$ cat src/rtl/axis_gain_mc.sv
// Multi-channel fixed-point complex gain stage: per-channel signed gain, rescale, saturate.
// Optional round-half-up before the rescale shift when GAIN_MC_ROUND_EN is defined.
module axis_gain_mc #(
   parameter int NUM_CHAN = 1,
   parameter int SAMP_W   = 16,
   parameter int GAIN_W   = 16,
   parameter int FRAC_W   = 0,
   localparam int CHAN_W  = (NUM_CHAN > 1) ? $clog2(NUM_CHAN) : 1,
   localparam int DATA_W  = NUM_CHAN * 2 * SAMP_W
) (
   input  logic              clk,
   input  logic              rst,

   input  logic [DATA_W-1:0] s_axis_tdata,
   input  logic              s_axis_tlast,
   input  logic              s_axis_tvalid,
   output logic              s_axis_tready,

   output logic [DATA_W-1:0] m_axis_tdata,
   output logic              m_axis_tlast,
   output logic              m_axis_tvalid,
   input  logic              m_axis_tready,

   input  logic              gain_wr_stb,
   input  logic [CHAN_W-1:0] gain_wr_chan,
   input  logic [GAIN_W-1:0] gain_wr_data,
   input  logic [CHAN_W-1:0] gain_rd_chan,
   output logic [GAIN_W-1:0] gain_rd_data,

   output logic [31:0]       clip_cnt,
   input  logic              clip_cnt_clr
);

   localparam int P_W  = SAMP_W + GAIN_W;
   localparam int NC_W = $clog2(2 * NUM_CHAN + 1);

   localparam logic signed [GAIN_W-1:0] UNITY   = GAIN_W'(1) << FRAC_W;
   localparam logic signed [P_W:0]      SAT_MAX = (P_W+1)'((2 ** (SAMP_W-1)) - 1);
   localparam logic signed [P_W:0]      SAT_MIN = (P_W+1)'(-(2 ** (SAMP_W-1)));
`ifdef GAIN_MC_ROUND_EN
   localparam logic signed [P_W:0]      RND     = (P_W+1)'((2 ** FRAC_W) / 2);
`endif

   logic signed [GAIN_W-1:0] pend_gain [NUM_CHAN];
   logic signed [GAIN_W-1:0] pend_nxt  [NUM_CHAN];
   logic signed [GAIN_W-1:0] act_gain  [NUM_CHAN];
   logic [GAIN_W-1:0]        rd_sel;
   logic                     in_pkt;
   logic                     in_pkt_nxt;

   logic en;
   logic accept;

   logic                     v1;
   logic                     l1;
   logic signed [SAMP_W-1:0] s1_i [NUM_CHAN];
   logic signed [SAMP_W-1:0] s1_q [NUM_CHAN];
   logic signed [GAIN_W-1:0] g1   [NUM_CHAN];

   logic                     v2;
   logic                     l2;
   logic signed [P_W-1:0]    p2_i [NUM_CHAN];
   logic signed [P_W-1:0]    p2_q [NUM_CHAN];

   logic [DATA_W-1:0]        y_data;
   logic [NC_W-1:0]          n_clip;
   logic [32:0]              clip_sum;

   assign en            = ~m_axis_tvalid | m_axis_tready;
   assign s_axis_tready = en & ~rst;
   assign accept        = s_axis_tvalid & s_axis_tready;

   // Returns {clipped, saturated sample} for one rescaled product.
   function automatic logic [SAMP_W:0] scale(input logic signed [P_W-1:0] p);
      logic signed [P_W:0] pr;
      logic signed [P_W:0] sh;
      pr = (P_W+1)'(p);
`ifdef GAIN_MC_ROUND_EN
      pr = pr + RND;
`endif
      sh = pr >>> FRAC_W;
      if (sh > SAT_MAX)
         scale = {1'b1, SAT_MAX[SAMP_W-1:0]};
      else if (sh < SAT_MIN)
         scale = {1'b1, SAT_MIN[SAMP_W-1:0]};
      else
         scale = {1'b0, sh[SAMP_W-1:0]};
   endfunction

   always_comb begin
      in_pkt_nxt = in_pkt;
      if (accept)
         in_pkt_nxt = ~s_axis_tlast;
      rd_sel = '0;
      for (int c = 0; c < NUM_CHAN; c++) begin
         pend_nxt[c] = pend_gain[c];
         if (gain_wr_stb && (gain_wr_chan == CHAN_W'(c)))
            pend_nxt[c] = gain_wr_data;
         if (gain_rd_chan == CHAN_W'(c))
            rd_sel = pend_nxt[c];
      end
   end

   // Active bank only tracks pending while idle, so a packet never sees a gain change.
   always_ff @(posedge clk) begin
      if (rst) begin
         in_pkt       <= 1'b0;
         gain_rd_data <= UNITY;
         for (int c = 0; c < NUM_CHAN; c++) begin
            pend_gain[c] <= UNITY;
            act_gain[c]  <= UNITY;
         end
      end else begin
         in_pkt       <= in_pkt_nxt;
         gain_rd_data <= rd_sel;
         for (int c = 0; c < NUM_CHAN; c++) begin
            pend_gain[c] <= pend_nxt[c];
            if (!in_pkt_nxt)
               act_gain[c] <= pend_nxt[c];
         end
      end
   end

   always_comb begin
      logic [SAMP_W:0] res_i;
      logic [SAMP_W:0] res_q;
      y_data = '0;
      n_clip = '0;
      for (int c = 0; c < NUM_CHAN; c++) begin
         res_i = scale(p2_i[c]);
         res_q = scale(p2_q[c]);
         y_data[2*SAMP_W*c +: 2*SAMP_W] = {res_i[SAMP_W-1:0], res_q[SAMP_W-1:0]};
         n_clip = n_clip + NC_W'(res_i[SAMP_W]) + NC_W'(res_q[SAMP_W]);
      end
   end

   // Gain is snapshotted with the beat so the tail of a packet is immune to the bank reload.
   always_ff @(posedge clk) begin
      if (rst) begin
         v1            <= 1'b0;
         l1            <= 1'b0;
         v2            <= 1'b0;
         l2            <= 1'b0;
         m_axis_tvalid <= 1'b0;
         m_axis_tlast  <= 1'b0;
         m_axis_tdata  <= '0;
         for (int c = 0; c < NUM_CHAN; c++) begin
            s1_i[c] <= '0;
            s1_q[c] <= '0;
            g1[c]   <= '0;
            p2_i[c] <= '0;
            p2_q[c] <= '0;
         end
      end else if (en) begin
         v1            <= accept;
         l1            <= s_axis_tlast;
         v2            <= v1;
         l2            <= l1;
         m_axis_tvalid <= v2;
         m_axis_tlast  <= l2;
         m_axis_tdata  <= y_data;
         for (int c = 0; c < NUM_CHAN; c++) begin
            s1_i[c] <= s_axis_tdata[2*SAMP_W*c+SAMP_W +: SAMP_W];
            s1_q[c] <= s_axis_tdata[2*SAMP_W*c +: SAMP_W];
            g1[c]   <= act_gain[c];
            p2_i[c] <= P_W'(s1_i[c]) * P_W'(g1[c]);
            p2_q[c] <= P_W'(s1_q[c]) * P_W'(g1[c]);
         end
      end
   end

   assign clip_sum = {1'b0, clip_cnt} + 33'(n_clip);

   always_ff @(posedge clk) begin
      if (rst || clip_cnt_clr)
         clip_cnt <= '0;
      else if (en && v2)
         clip_cnt <= clip_sum[32] ? 32'hFFFF_FFFF : clip_sum[31:0];
   end

endmodule

$ cat config.mk
export PLATFORM = sky130hd
export DESIGN_NAME = axis_gain_mc
export DESIGN_NICKNAME = d
export VERILOG_FILES = /design/src/rtl/axis_gain_mc.sv
export SDC_FILE = /design/constraint.sdc
export NUM_CORES = 2
export LEC_CHECK = 0
export ABC_AREA = 1
export CORE_UTILIZATION = 35
export DETAILED_ROUTE_END_ITERATION = 8
export PLACE_DENSITY = 0.56
export RECOVER_POWER = 100
export SLEW_MARGIN = 20
export SYNTH_ARGS = -nofsm -noshare
export SYNTH_HDL_FRONTEND = slang
export SYNTH_SLANG_ARGS = --single-unit
$ cat constraint.sdc
create_clock -name clk -period 9.92 [get_ports clk]
set_input_delay 1.984 -clock clk [delete_from_list [all_inputs] [get_ports clk]]
set_output_delay 1.984 -clock clk [all_outputs]
set_load 0.01 [all_outputs]
==> impl_metrics.csv <==
group,metric,value,unit
status,outcome,"finished, violations left",
status,violations,"capacitance limit, slew limit",
route,vias,24070,
grt,grt_pass1_vias,24959,
synthesis,synth_edf_count,128,
timing,fmax,125,MHz
route,wl_per_cell,15.9,µm
power,p_leak,19.3,nW
synthesis,synthDistinctLibCells,41,
power,finalPower,3.90,mW
cts,cts.clk_slew.worst_paths,60,ps
synthesis,synthesis.instances,4009,
grt,grt_antenna_before_repair,7,
route,firstDrtPassIters,8,
timing,tightest_slew,2660,ps
synthesis,ys_ff_latch,231,
synthesis,synth_area_per_cell,7.75,µm²
grt,grt_usage,0.193,
timing,hold_violations,0,
cts,cts_buffers,29,
cts,h-tree-depth,1,
worst_hold_path,hold_depth,2,
cts,cts_tree,"yes",
route,vias_per_cell,4.59,
timing,min_period_over_period,0.805,
setup_path,crit_arrival,7870,ps
place,hpwl,64400,µm
setup_path,worstPathRequired,9810,ps
place,gp_routability_congestion,0.890,
cts,cts.sinks,231,
floorplanning,die_w,300,µm
timing,setup_viol,0,
cells_and_area,layout_commonest_cell,"nand2_1",
cts,cts_root_buf,"clkbuf_16",
route,drt-initial-drc-count,1615,
timing,relSlewSlack,-0.770,
timing,finalCriticalPeriod,7990,ps
cts,cts_buffer_depth,3,
floorplanning,ios,140,
power,ir_drop,130,µV
cts,post_cts_buffers,0,
grt,grt_max_degree,76,
timing,fin_worst_skew,42.9,ps
worst_hold_path,hold_class,"flip-flop to flip-flop",
place,port_buffers,139,
floorplanning,die_h,300,µm
setup_path,end_kind,"flip-flop",
route,routed_wl,83300,µm
synthesis,syn_nets,4756,
floorplanning,rows,108,
setup_path,r2r_setup_slack,2770,ps
power,power_density,113,mW/mm²
floorplanning,design.die.area,0.0900,mm²
cells_and_area,syn2layout_area_growth,10.8,%
route,ant_nets,0,
synthesis,yosys_warnings,0,
synthesis,ys_seq_area_frac,0.190,
cts,clock_latency,610,ps
synthesis,synth-async-reset-ratio,0,
timing,finalMaxSlewViolations,207,
timing,setup_tns,0,ps
route,drcViolationCount,0,
setup_path,critical_path_class,"primary input to flip-flop",
floorplanning,start_util,0.356,
setup_path,r2r_cells,22,
setup_path,cp_max_fo,73,
cells_and_area,final_cell_mix,"nand2_1, inv_1, fa_1",
cells_and_area,nets,4813,
floorplanning,core_area,0.0873,mm²
flow_run,maxCapViolCount,5,
timing,rsz0062_at_grt,"false",
grt,grt_overflow,0,
cts,post_cts_resized,0,
cells_and_area,layout-drive-gt1-share,0.0284,
setup_path,start_kind,"primary input",
synthesis,synth_area,0.0311,mm²
grt,grt_pass1_wl,137000,µm
cts,cts_hold_buf,0,
synthesis,synth_ff_type,"edfxtp_1",
==> area by class of cell <==
cell class | instances | area, µm²
fillers | 9125 | 52900
multi-input cells | 2539 | 20400
flip-flops and latches | 231 | 5910
inverters | 1096 | 4120
repair buffers | 169 | 1600
well taps | 1155 | 1450
clock buffers | 40 | 787
clock inverters | 14 | 140
diodes | 1 | 2.50
==> final timing paths <==
path                         start               end
setup / recovery               rst       p2_q[0][13]
hold / removal    m_axis_tdata[29]  m_axis_tdata[29]
setup reg to reg          g1[0][1]       p2_i[0][29]
hold reg to reg   m_axis_tdata[29]  m_axis_tdata[29]
==> power by group <==
group / leakage, nW / total, mW / switching, mW / internal, mW
Sequential: 2.35 / 1.29 / 0.119 / 1.17
Combinational: 16.5 / 1.55 / 0.980 / 0.569
Clock: 0.457 / 1.06 / 0.452 / 0.608
==> kinds of logic (layout without fill, tap and decap cells) <==
| family | count (synthesis) | after routing | share of synthesized area |
|---|---|---|---|
| compound gates | 186 | 186 | 0.0343 |
| fa+ha+maj | 690 | 690 | 0.405 |
| xor+xnor | 14 | 14 | 0.00395 |
| buf+inv | 1239 | 1319 | 0.151 |
| mux | 13 | 13 | 0.00419 |
| simple gates | 1636 | 1636 | 0.212 |
| flops | 231 | 231 | 0.190 |
| other cells | 0 | 1 | 0 |
==> through the flow <==
stage	utilization	cells	area (µm²)	hold WS [ps]	setup slack, ps
after detailed placement	0.384	5190	33600	448	3300
after floorplan	-	4009	31100	444	4200
after CTS	0.395	5244	34500	463	3330
after global routing	0.394	5244	34400	481	1440
after global placement	0.384	5190	33600	447	3410
final	0.394	5245	34400	457	1930
==> critical path, stage by stage <==
cell and delay (ps):
dlygate4sd3_1 530, clkbuf_1 560, nor2_4 990, clkinvlp_2 2130, clkbuf_2 1550
==> state kept, by name, indices dropped and copies added (netlist names), 16 cells and up <==
name / cells
p2_q: 32
gain_rd_data: 16
s1_q: 16
p2_i: 32
s1_i: 16
act_gain: 16
pend_gain: 16
g1: 16
m_axis_tdata: 32
clip_cnt: 32
==> synth_stat cells, types with 2 or more instances <==
cell      number  area share
inv_1       1093        0.13
nor3_1        17      0.0027
a21oi_2       17      0.0048
nand2_1     1098        0.13
a31oi_1        2     0.00040
nand2_2        3     0.00060
fa_1         525        0.34
a21oi_1       84       0.014
dfxtp_1      103       0.066
clkbuf_1     121       0.015
nor2_1       356       0.043
nor4_1         2     0.00040
mux2i_1       13      0.0042
buf_1          9      0.0011
nand2_4        3      0.0011
edfxtp_1     128        0.12
nand3_2        8      0.0026
nand3b_1      17      0.0041
inv_2          3     0.00036
buf_6          4      0.0014
and2_1         4     0.00081
ha_1         165       0.066
o21ai_0       54      0.0087
o22ai_1        2     0.00040
o21bai_1      13      0.0031
nor2_4         4      0.0014
or2_2         11      0.0022
nand2b_1       2     0.00040
buf_2          7      0.0011
xor2_1         4      0.0011
o21a_1        12      0.0029
nor2_2         6      0.0012
xnor2_1       10      0.0028
nand3_1       80       0.013
nand4_1       23      0.0046
==> layer usage <==
layer	track usage	share of wire	routed length [µm]	vias up
li1	-	-	-	11644
met1	0.272	0.46	38200	11718
met2	0.313	0.45	37900	610
met3	0.0314	0.067	5610	86
met4	0.0388	0.018	1470	12
met5	0	0.00095	79	-
Note: power is estimated with default switching activity, not from simulation.
